[src/rtl/fetch_pkg.sv]
// fetch_pkg: shared fetch FSM state encoding and the reset and exception vectors.
package fetch_pkg;
  typedef enum logic [1:0] {
    IDLE  = 2'b00,
    REQ   = 2'b01,
    VALID = 2'b10
  } state_t;
  localparam logic [29:0] FETCH_RESET_PC = 30'h0C00;
  localparam logic [29:0] FETCH_EXC_PC   = 30'h0C20;
endpackage

[src/rtl/sat_counter.sv]
// sat_counter: event counter that sticks at all-ones instead of wrapping.
module sat_counter #(
  parameter int W = 32
) (
  input  logic         clk,
  input  logic         rst_n,
  input  logic         inc,
  output logic [W-1:0] count
);
  always_ff @(posedge clk or negedge rst_n)
    if (!rst_n) count <= '0;
    else if (inc && !(&count)) count <= count + 1'b1;
endmodule

[src/rtl/pc_fetch_ctrl.sv]
// pc_fetch_ctrl: owns the PC and runs the imem req/ack and decode valid/ready fetch loop.
// Define FETCH_PERF_EN to add saturating retire/wait performance counters.
module pc_fetch_ctrl
  import fetch_pkg::*;
#(
  parameter logic [29:0] RESET_PC = FETCH_RESET_PC,
  parameter logic [29:0] EXC_PC   = FETCH_EXC_PC,
  parameter int          CNT_W    = 32
) (
  input  logic             clk,
  input  logic             rst_n,
  input  logic             halt,
  input  logic [29:0]      npc_in,
  output logic [29:0]      pc_q,
  output logic             imem_req,
  output logic [29:0]      imem_addr,
  input  logic             imem_ack,
  input  logic             imem_err,
  input  logic [31:0]      imem_rdata,
  output logic             if_valid,
  output logic [31:0]      if_instr,
  input  logic             if_ready,
`ifdef FETCH_PERF_EN
  output logic [CNT_W-1:0] retire_cnt,
  output logic [CNT_W-1:0] wait_cnt,
`endif
  output logic             exc_pulse
);
  state_t state;
  assign imem_addr = pc_q;
  always_ff @(posedge clk or negedge rst_n)
    if (!rst_n) begin
      state     <= IDLE;
      pc_q      <= RESET_PC;
      if_instr  <= '0;
      imem_req  <= 1'b0;
      if_valid  <= 1'b0;
      exc_pulse <= 1'b0;
    end else begin
      exc_pulse <= 1'b0;
      case (state)
        IDLE:
          if (!halt) begin
            state    <= REQ;
            imem_req <= 1'b1;
          end
        REQ:
          if (imem_ack && imem_err) begin
            pc_q      <= EXC_PC;
            exc_pulse <= 1'b1;
          end else if (imem_ack) begin
            if_instr <= imem_rdata;
            state    <= VALID;
            imem_req <= 1'b0;
            if_valid <= 1'b1;
          end
        VALID:
          if (if_ready) begin
            pc_q     <= npc_in;
            state    <= halt ? IDLE : REQ;
            imem_req <= !halt;
            if_valid <= 1'b0;
          end
        default: begin
          state    <= IDLE;
          imem_req <= 1'b0;
          if_valid <= 1'b0;
        end
      endcase
    end
`ifdef FETCH_PERF_EN
  sat_counter #(.W(CNT_W)) u_retire (
    .clk(clk), .rst_n(rst_n), .inc(state == VALID && if_ready), .count(retire_cnt)
  );
  sat_counter #(.W(CNT_W)) u_wait (
    .clk(clk), .rst_n(rst_n), .inc(state == REQ && !imem_ack), .count(wait_cnt)
  );
`endif
endmodule

[config.mk]
export PLATFORM = sky130hd
export DESIGN_NAME = pc_fetch_ctrl
export DESIGN_NICKNAME = d
export VERILOG_FILES = /design/src/rtl/fetch_pkg.sv /design/src/rtl/sat_counter.sv /design/src/rtl/pc_fetch_ctrl.sv
export SDC_FILE = /design/constraint.sdc
export NUM_CORES = 1
export LEC_CHECK = 0
export BUFFER_PORTS_ARGS = -buffer_cell sky130_fd_sc_hd__buf_2
export CAP_MARGIN = 30
export CORE_UTILIZATION = 47
export DETAILED_ROUTE_END_ITERATION = 10
export PLACE_DENSITY = 0.82
export SYNTH_ARGS = -nofsm -noshare
export SYNTH_HDL_FRONTEND = slang
export SYNTH_SLANG_ARGS = --single-unit
[constraint.sdc]
create_clock -name clk -period 5.4 [get_ports clk]
set_clock_uncertainty 0.15 [all_clocks]
set_input_delay 1.62 -clock clk [delete_from_list [all_inputs] [get_ports clk]]
set_output_delay 1.62 -clock clk [all_outputs]
set_load 0.01 [all_outputs]
==> results of run 1 <==
==> final timing paths <==
path / slack (ns) / startpoint / endpoint / depth (start not counted)
worst max-delay path: 2.61 / if_ready / imem_addr[23] / 4
worst min register to register: 0.32 / imem_addr[10] / imem_addr[10] / 2
max in group asynchronous: 2.96 / rst_n / if_instr[3] / 2
worst max register to register: 3.46 / state[1] / imem_addr[23] / 3
min in group asynchronous: 1.27 / rst_n / imem_addr[1] / 1
worst min-delay path: 0.32 / imem_addr[10] / imem_addr[10] / 2
==> final cells by class <==
class | count | area (um2)
repair buffers | 166 | 868
inverters | 3 | 11.3
fillers | 492 | 2180
clock buffers | 13 | 149
clock inverters | 3 | 40.0
multi-input cells | 137 | 863
flip-flops and latches | 67 | 1680
well taps | 75 | 93.8
==> sequential cells by signal (all words and copies together), names as in the netlist <==
name / cells
imem_addr: 30
if_instr: 32
state: 2
imem_req: 1
if_valid: 1
exc_pulse: 1
==> cells in the final DEF, fill, tap and decap left out <==
cell	n
a21o_1	1
a21oi_1	31
a22o_1	1
a311o_1	1
and3b_1	1
and4b_1	1
buf_16	1
buf_2	162
buf_4	2
buf_8	1
bufinv_16	1
clkbuf_1	3
clkbuf_8	10
clkinv_2	2
dfrtp_1	65
dfstp_2	2
inv_1	2
inv_2	1
mux2_1	2
mux2_2	30
nand2_1	60
nand2b_1	1
nand3b_1	1
nor2b_1	3
nor4b_4	1
o21a_1	1
o21ai_0	1
o221ai_1	1
==> kinds of logic (layout without fill, tap and decap cells) <==
| kind of cell | after synthesis | count (layout) |
|---|---|---|
| muxes | 32 | 32 |
| and+or+nand+nor | 68 | 68 |
| AOI/OAI and AO/OA | 37 | 37 |
| DFF | 67 | 67 |
| buffers and inverters | 47 | 185 |
==> per-stage QoR <==
step | worst slack [ns] | hold WS, ns | power, mW
detailed placement | 2.25 | 0.308 | 1.56
global placement | 2.24 | 0.299 | 1.52
global route | 2.46 | 0.325 | 2.07
finish | 2.61 | 0.316 | 1.94
CTS | 2.60 | 0.318 | 1.96
floorplan | 2.57 | 0.316 | 1.30
==> power groups by stage <==
| stage | registers (mW) | logic, mW | clock network [mW] |
|---|---|---|---|
| detailed placement | 0.837 | 0.720 | 0 |
| finish | 0.830 | 0.710 | 0.398 |
| floorplan | 0.926 | 0.372 | 0 |
| global placement | 0.828 | 0.691 | 0 |
| CTS | 0.832 | 0.719 | 0.411 |
| global route | 0.857 | 0.783 | 0.429 |
==> worst register-to-register path, cell delays in order, from the launching register on <==
cell and delay, ns:
dfrtp_1 0.51, and3b_1 0.87, nand2_1 0.15, a21oi_1 0.18
==> metal layers <==
| metal | track usage, % | vias to the layer above | wire (um) |
|---|---|---|---|
| li1 | - | 1071 | - |
| met2 | 35.4 | 113 | 3010 |
| met5 | 0 | - | 0 |
| met4 | 9.64 | 0 | 102 |
| met3 | 6.40 | 11 | 491 |
| met1 | 21.9 | 1055 | 2420 |
==> results_dict.tcl, run 1 <==
set metrics [dict create \
    synthAdderAreaFrac_pct 0 \
    muxShareOfSynthArea_pct 12.6 \
    post_cts_buffers 0 \
    grt_max_degree 42 \
    p_sw_mw 0.653 \
    max_stage_delay_ns 0.82 \
    clock-sinks 67 \
    ys.flop_type "dfrtp_1" \
    avgSynthCellArea_um2 11.4 \
    p_leak_nw 1.98 \
    finalCritPeriodShare_pct 51.6 \
    maxCapViolCount 0 \
    first_pass_iters 4 \
    combPwrFrac_pct 36.6 \
    synth_xor_area_share_pct 0 \
    antenna_found_initial 0 \
    worst_ep_required_time_ns 5.49 \
    hold_class "flip-flop to flip-flop" \
    netlist_top_cells_count "dfrtp_1 (65), nand2_1 (60), a21oi_1 (31), buf_4 (30), mux2_2 (30)" \
    area_growth_syn_to_layout_pct 29.7 \
    nets 452 \
    arrival_ns 2.88 \
    die_h_um 80.0 \
    slowest_stage "and3b_1" \
    stdcell_count 464 \
    critPathMaxFanout 30 \
    grt_overflow 0 \
    dp_hpwl_um 4460 \
    initial_utilization_pct 48.5 \
    synth-seq-area-share_pct 58.8 \
    synth_cells 251 \
    synth.top_cells.by_area "dfrtp_1 (57%), mux2_2 (12%), buf_4 (7.9%)" \
    wl_um 6030 \
    ios 163 \
    die-area_um2 6390 \
    pwr-share-clk_pct 20.5 \
    vdd_drop_max_uv 287 \
    final.min_clock_period_ns 2.79 \
    maxSlewViolCount 0 \
    antenna-diode-count 0 \
    tns_ns 0 \
    grt_pass1_vias 2144 \
    path_class "input port to flip-flop" \
    grt.total_usage_pct 20.2 \
    cts_hold_buf 0 \
    synth_seq_cells 67 \
    viasPerCell 4.85 \
    setup_viol 0 \
    drc 0 \
    num_vias 2250 \
    yosysMostFrequentCell "dfrtp_1" \
    relSlewSlack_pct 34.2 \
    synth-edff-count 0 \
    end_kind "flip-flop" \
    die_x_um 80.0 \
    synth_top_family_by_area "multiplexers" \
    wl_per_cell_um 13.0 \
    drive_gt1_share_pct 54.8 \
    rsz0062_at_grt "false" \
    cts_resized 0 \
    cts_buffer_depth 2 \
    cp.buffers_inverters 1 \
    critical_path.top_delay_family "simple AND/OR/NAND/NOR gates" \
    cts_tree "done" \
    path_cells "buf_2 > and3b_1 > nand2_1 > a21oi_1" \
    utilization_pct 62.9 \
    yosysWarnings 0 \
    synth.largest_area_cell "dfrtp_1" \
    cp-start-kind "input port" \
    drtIter0Drc 71 \
    async_reset_ff_share_pct 100 \
    netlist-cell-type-count 26 \
    intPower_mw 1.28 \
    final_cell_area_um2 3700 \
    placedCellCount 448 \
    swShare_pct 33.7 \
    worstSkewPairLatency_ns 0.33 \
    cts_max_level 3 \
    io_buffers 162 \
    placed_area_um2 3520 \
    synth_compound_area_share_pct 7.10 \
    clk_transition_reported_paths_ns 0.07 \
    clock-root-buffer "clkbuf_8" \
    placementRows 28 \
    synth_top_area_share_pct 56.9 \
    fp.coreArea_um2 5890 \
    syn_area_um2 2860 \
    syn-num-nets 319 \
    antenna_left 0 \
    synth-simple-area-share_pct 10.5 \
    numCtsBuffers 9 \
    hold_violations 0 \
    p_per_area_nw_per_um2 523 \
    worst_pin_slew_ns 0.987 \
    timing.fmax_mhz 359 \
    grt_pass1_wl_um 9650 \
    run_status "completed" \
    seqPwrFrac_pct 42.9 \
    place.gp.congestion 0.775 \
]
(Power assumes the default switching activity.)
==> run 2: changes to the inputs <==
--- a/config.mk
+++ b/config.mk
@@ -7,9 +7,9 @@
 export LEC_CHECK = 0
 export BUFFER_PORTS_ARGS = -buffer_cell sky130_fd_sc_hd__buf_2
 export CAP_MARGIN = 30
-export CORE_UTILIZATION = 47
+export CORE_UTILIZATION = 44
 export DETAILED_ROUTE_END_ITERATION = 10
-export PLACE_DENSITY = 0.82
+export PLACE_DENSITY = 0.77
 export SYNTH_ARGS = -nofsm -noshare
 export SYNTH_HDL_FRONTEND = slang
 export SYNTH_SLANG_ARGS = --single-unit
==> constraint.sdc (replaced) <==
create_clock -name clk -period 2.8 [get_ports clk]
set_clock_uncertainty 0.15 [all_clocks]
set_input_delay 0.84 -clock clk [delete_from_list [all_inputs] [get_ports clk]]
set_output_delay 0.84 -clock clk [all_outputs]
set_load 0.01 [all_outputs]
==> results_dict.tcl, run 2 (synthesis gave the netlist of run 1 again) <==
set metrics [dict create \
    swShare_pct 33.6 \
    finalCritPeriodShare_pct 70.7 \
    placementRows 28 \
    tns_ns 0 \
    cts_resized 0 \
    drtIter0Drc 88 \
    wl_per_cell_um 13.0 \
    cts_buffer_depth 2 \
    pwr-share-clk_pct 20.6 \
    r2r_end "if_instr[11]" \
    die_x_um 82.6 \
    p_leak_nw 1.98 \
    area_growth_syn_to_layout_pct 29.7 \
    final_cell_area_um2 3700 \
    relSlewSlack_pct 53.6 \
    antenna_found_initial 0 \
    mostFrequentLayoutCells "buf_2 (162), dfrtp_1 (65), nand2_1 (60), a21oi_1 (31), mux2_2 (30)" \
    seqPwrFrac_pct 42.9 \
    post_cts_buffers 0 \
    rr_worst_depth 4 \
    slowest_stage "dfstp_2" \
    worst_ep_required_time_ns 1.81 \
    path_class "flip-flop to output port" \
    intPower_mw 2.47 \
    die_h_um 82.6 \
    drive_gt1_share_pct 55.0 \
    worst_pin_slew_ns 0.696 \
    arrival_ns 0.99 \
    largest_reg_flops 32 \
    cp-startpoint "imem_addr[10]" \
    nets 454 \
    viasPerCell 4.67 \
    num_vias 2176 \
    vdd_drop_max_uv 488 \
    r2r_slack_ns 0.96 \
    p_sw_mw 1.25 \
    ios 163 \
    p_per_area_nw_per_um2 1010 \
    rsz0062_at_grt "false" \
    cts_hold_buf 0 \
    drc 0 \
    crit_cells 1 \
    numCtsBuffers 9 \
    setup_viol 0 \
    grt_pass1_vias 1984 \
    regMostFlops "if_instr" \
    path_cells "buf_2" \
    grt_pass1_wl_um 9120 \
    run_status "completed" \
    dp_hpwl_um 4440 \
    timing.fmax_mhz 505 \
    io_buffers 162 \
    clock-root-buffer "clkbuf_8" \
    cts_tree "done" \
    worstSkewPairLatency_ns 0.31 \
    cts_max_level 3 \
    first_pass_iters 4 \
    clock-sinks 67 \
    wl_um 6040 \
    place.gp.congestion 0.786 \
    grt_max_degree 35 \
    hold_class "flip-flop to flip-flop" \
    combPwrFrac_pct 36.6 \
    cp.buffers_inverters 1 \
    initial_utilization_pct 46.9 \
    maxSlewViolCount 0 \
    grt_overflow 0 \
    critical_path.top_delay_family "flip-flops" \
    antenna-diode-count 0 \
    cp-start-kind "flip-flop" \
    maxCapViolCount 0 \
    hold_violations 0 \
    placed_area_um2 3520 \
    antenna_left 0 \
    max_stage_delay_ns 0.54 \
    critPathMaxFanout 3 \
    final_common_cell "buf_2" \
    final.min_clock_period_ns 1.98 \
    clk_transition_reported_paths_ns 0.07 \
    whs_ns 0.315 \
    regToRegStartpoint "state[0]" \
    end_kind "output port" \
    grt.total_usage_pct 18.1 \
    die-area_um2 6820 \
    fp.coreArea_um2 6100 \
    crit_end "imem_addr[10]" \
]
==> run 2: cell types whose count changed in the layout (fill, tap and decap cells not counted), sizes merged <==
cell | before | now
buf | 166 | 168
==> run 2: stage by stage <==
step	cells	total power [mW]	util, %	setup slack, ns
global placement	450	2.95	57.7	0.571
floorplan	251	2.50	-	0.746
detailed placement	450	3.00	57.7	0.539
global route	466	4.00	60.8	0.771
finish	466	3.72	60.8	0.819
CTS	466	3.78	60.8	0.798
==> run 2: how the worst min path moves through the flow <==
stage | cells past startpoint | end | slack, ns | start
finish | 2 | imem_addr[10] | 0.32 | imem_addr[10]
global route | 2 | imem_addr[10] | 0.35 | imem_addr[10]
CTS | 2 | imem_addr[10] | 0.32 | imem_addr[10]
detailed placement | 2 | imem_addr[10] | 0.31 | imem_addr[10]
global placement | 2 | imem_addr[10] | 0.30 | imem_addr[10]
floorplan | 2 | imem_addr[10] | 0.32 | imem_addr[10]
==> run 2: layout make-up <==
type                       count  area, um2
sequential                    67       1680
fill                         534       2390
clock buffer                  13        149
tap                           75       93.8
inverter                       3       11.3
multi-input combinational    137        863
timing repair buffer         168        868
clock inverter                 3       40.0
==> run 2: routing by layer <==
layer	track usage [%]	wire, um	up-vias
met2	31.2	2880	113
li1	-	-	1063
met4	6.72	48	0
met1	21.2	2570	995
met3	5.49	544	5
met5	0	0	-
==> run 2: power by group through the flow <==
| stage | combinational, mW | clock [mW] | sequential [mW] |
|---|---|---|---|
| after floorplan | 0.718 | 0 | 1.79 |
| after global placement | 1.35 | 0 | 1.60 |
| after detailed placement | 1.39 | 0 | 1.61 |
| after CTS | 1.39 | 0.789 | 1.60 |
| after global routing | 1.52 | 0.829 | 1.66 |
| final | 1.36 | 0.766 | 1.60 |
==> run 2: worst register-to-register path, delay by kind of cell (launching register included) <==
family | cells | cell delay, ns
DFF | 1 | 0.41
and+or+nand+nor | 1 | 0.26
muxes | 1 | 0.40
buffers and inverters | 2 | 0.51
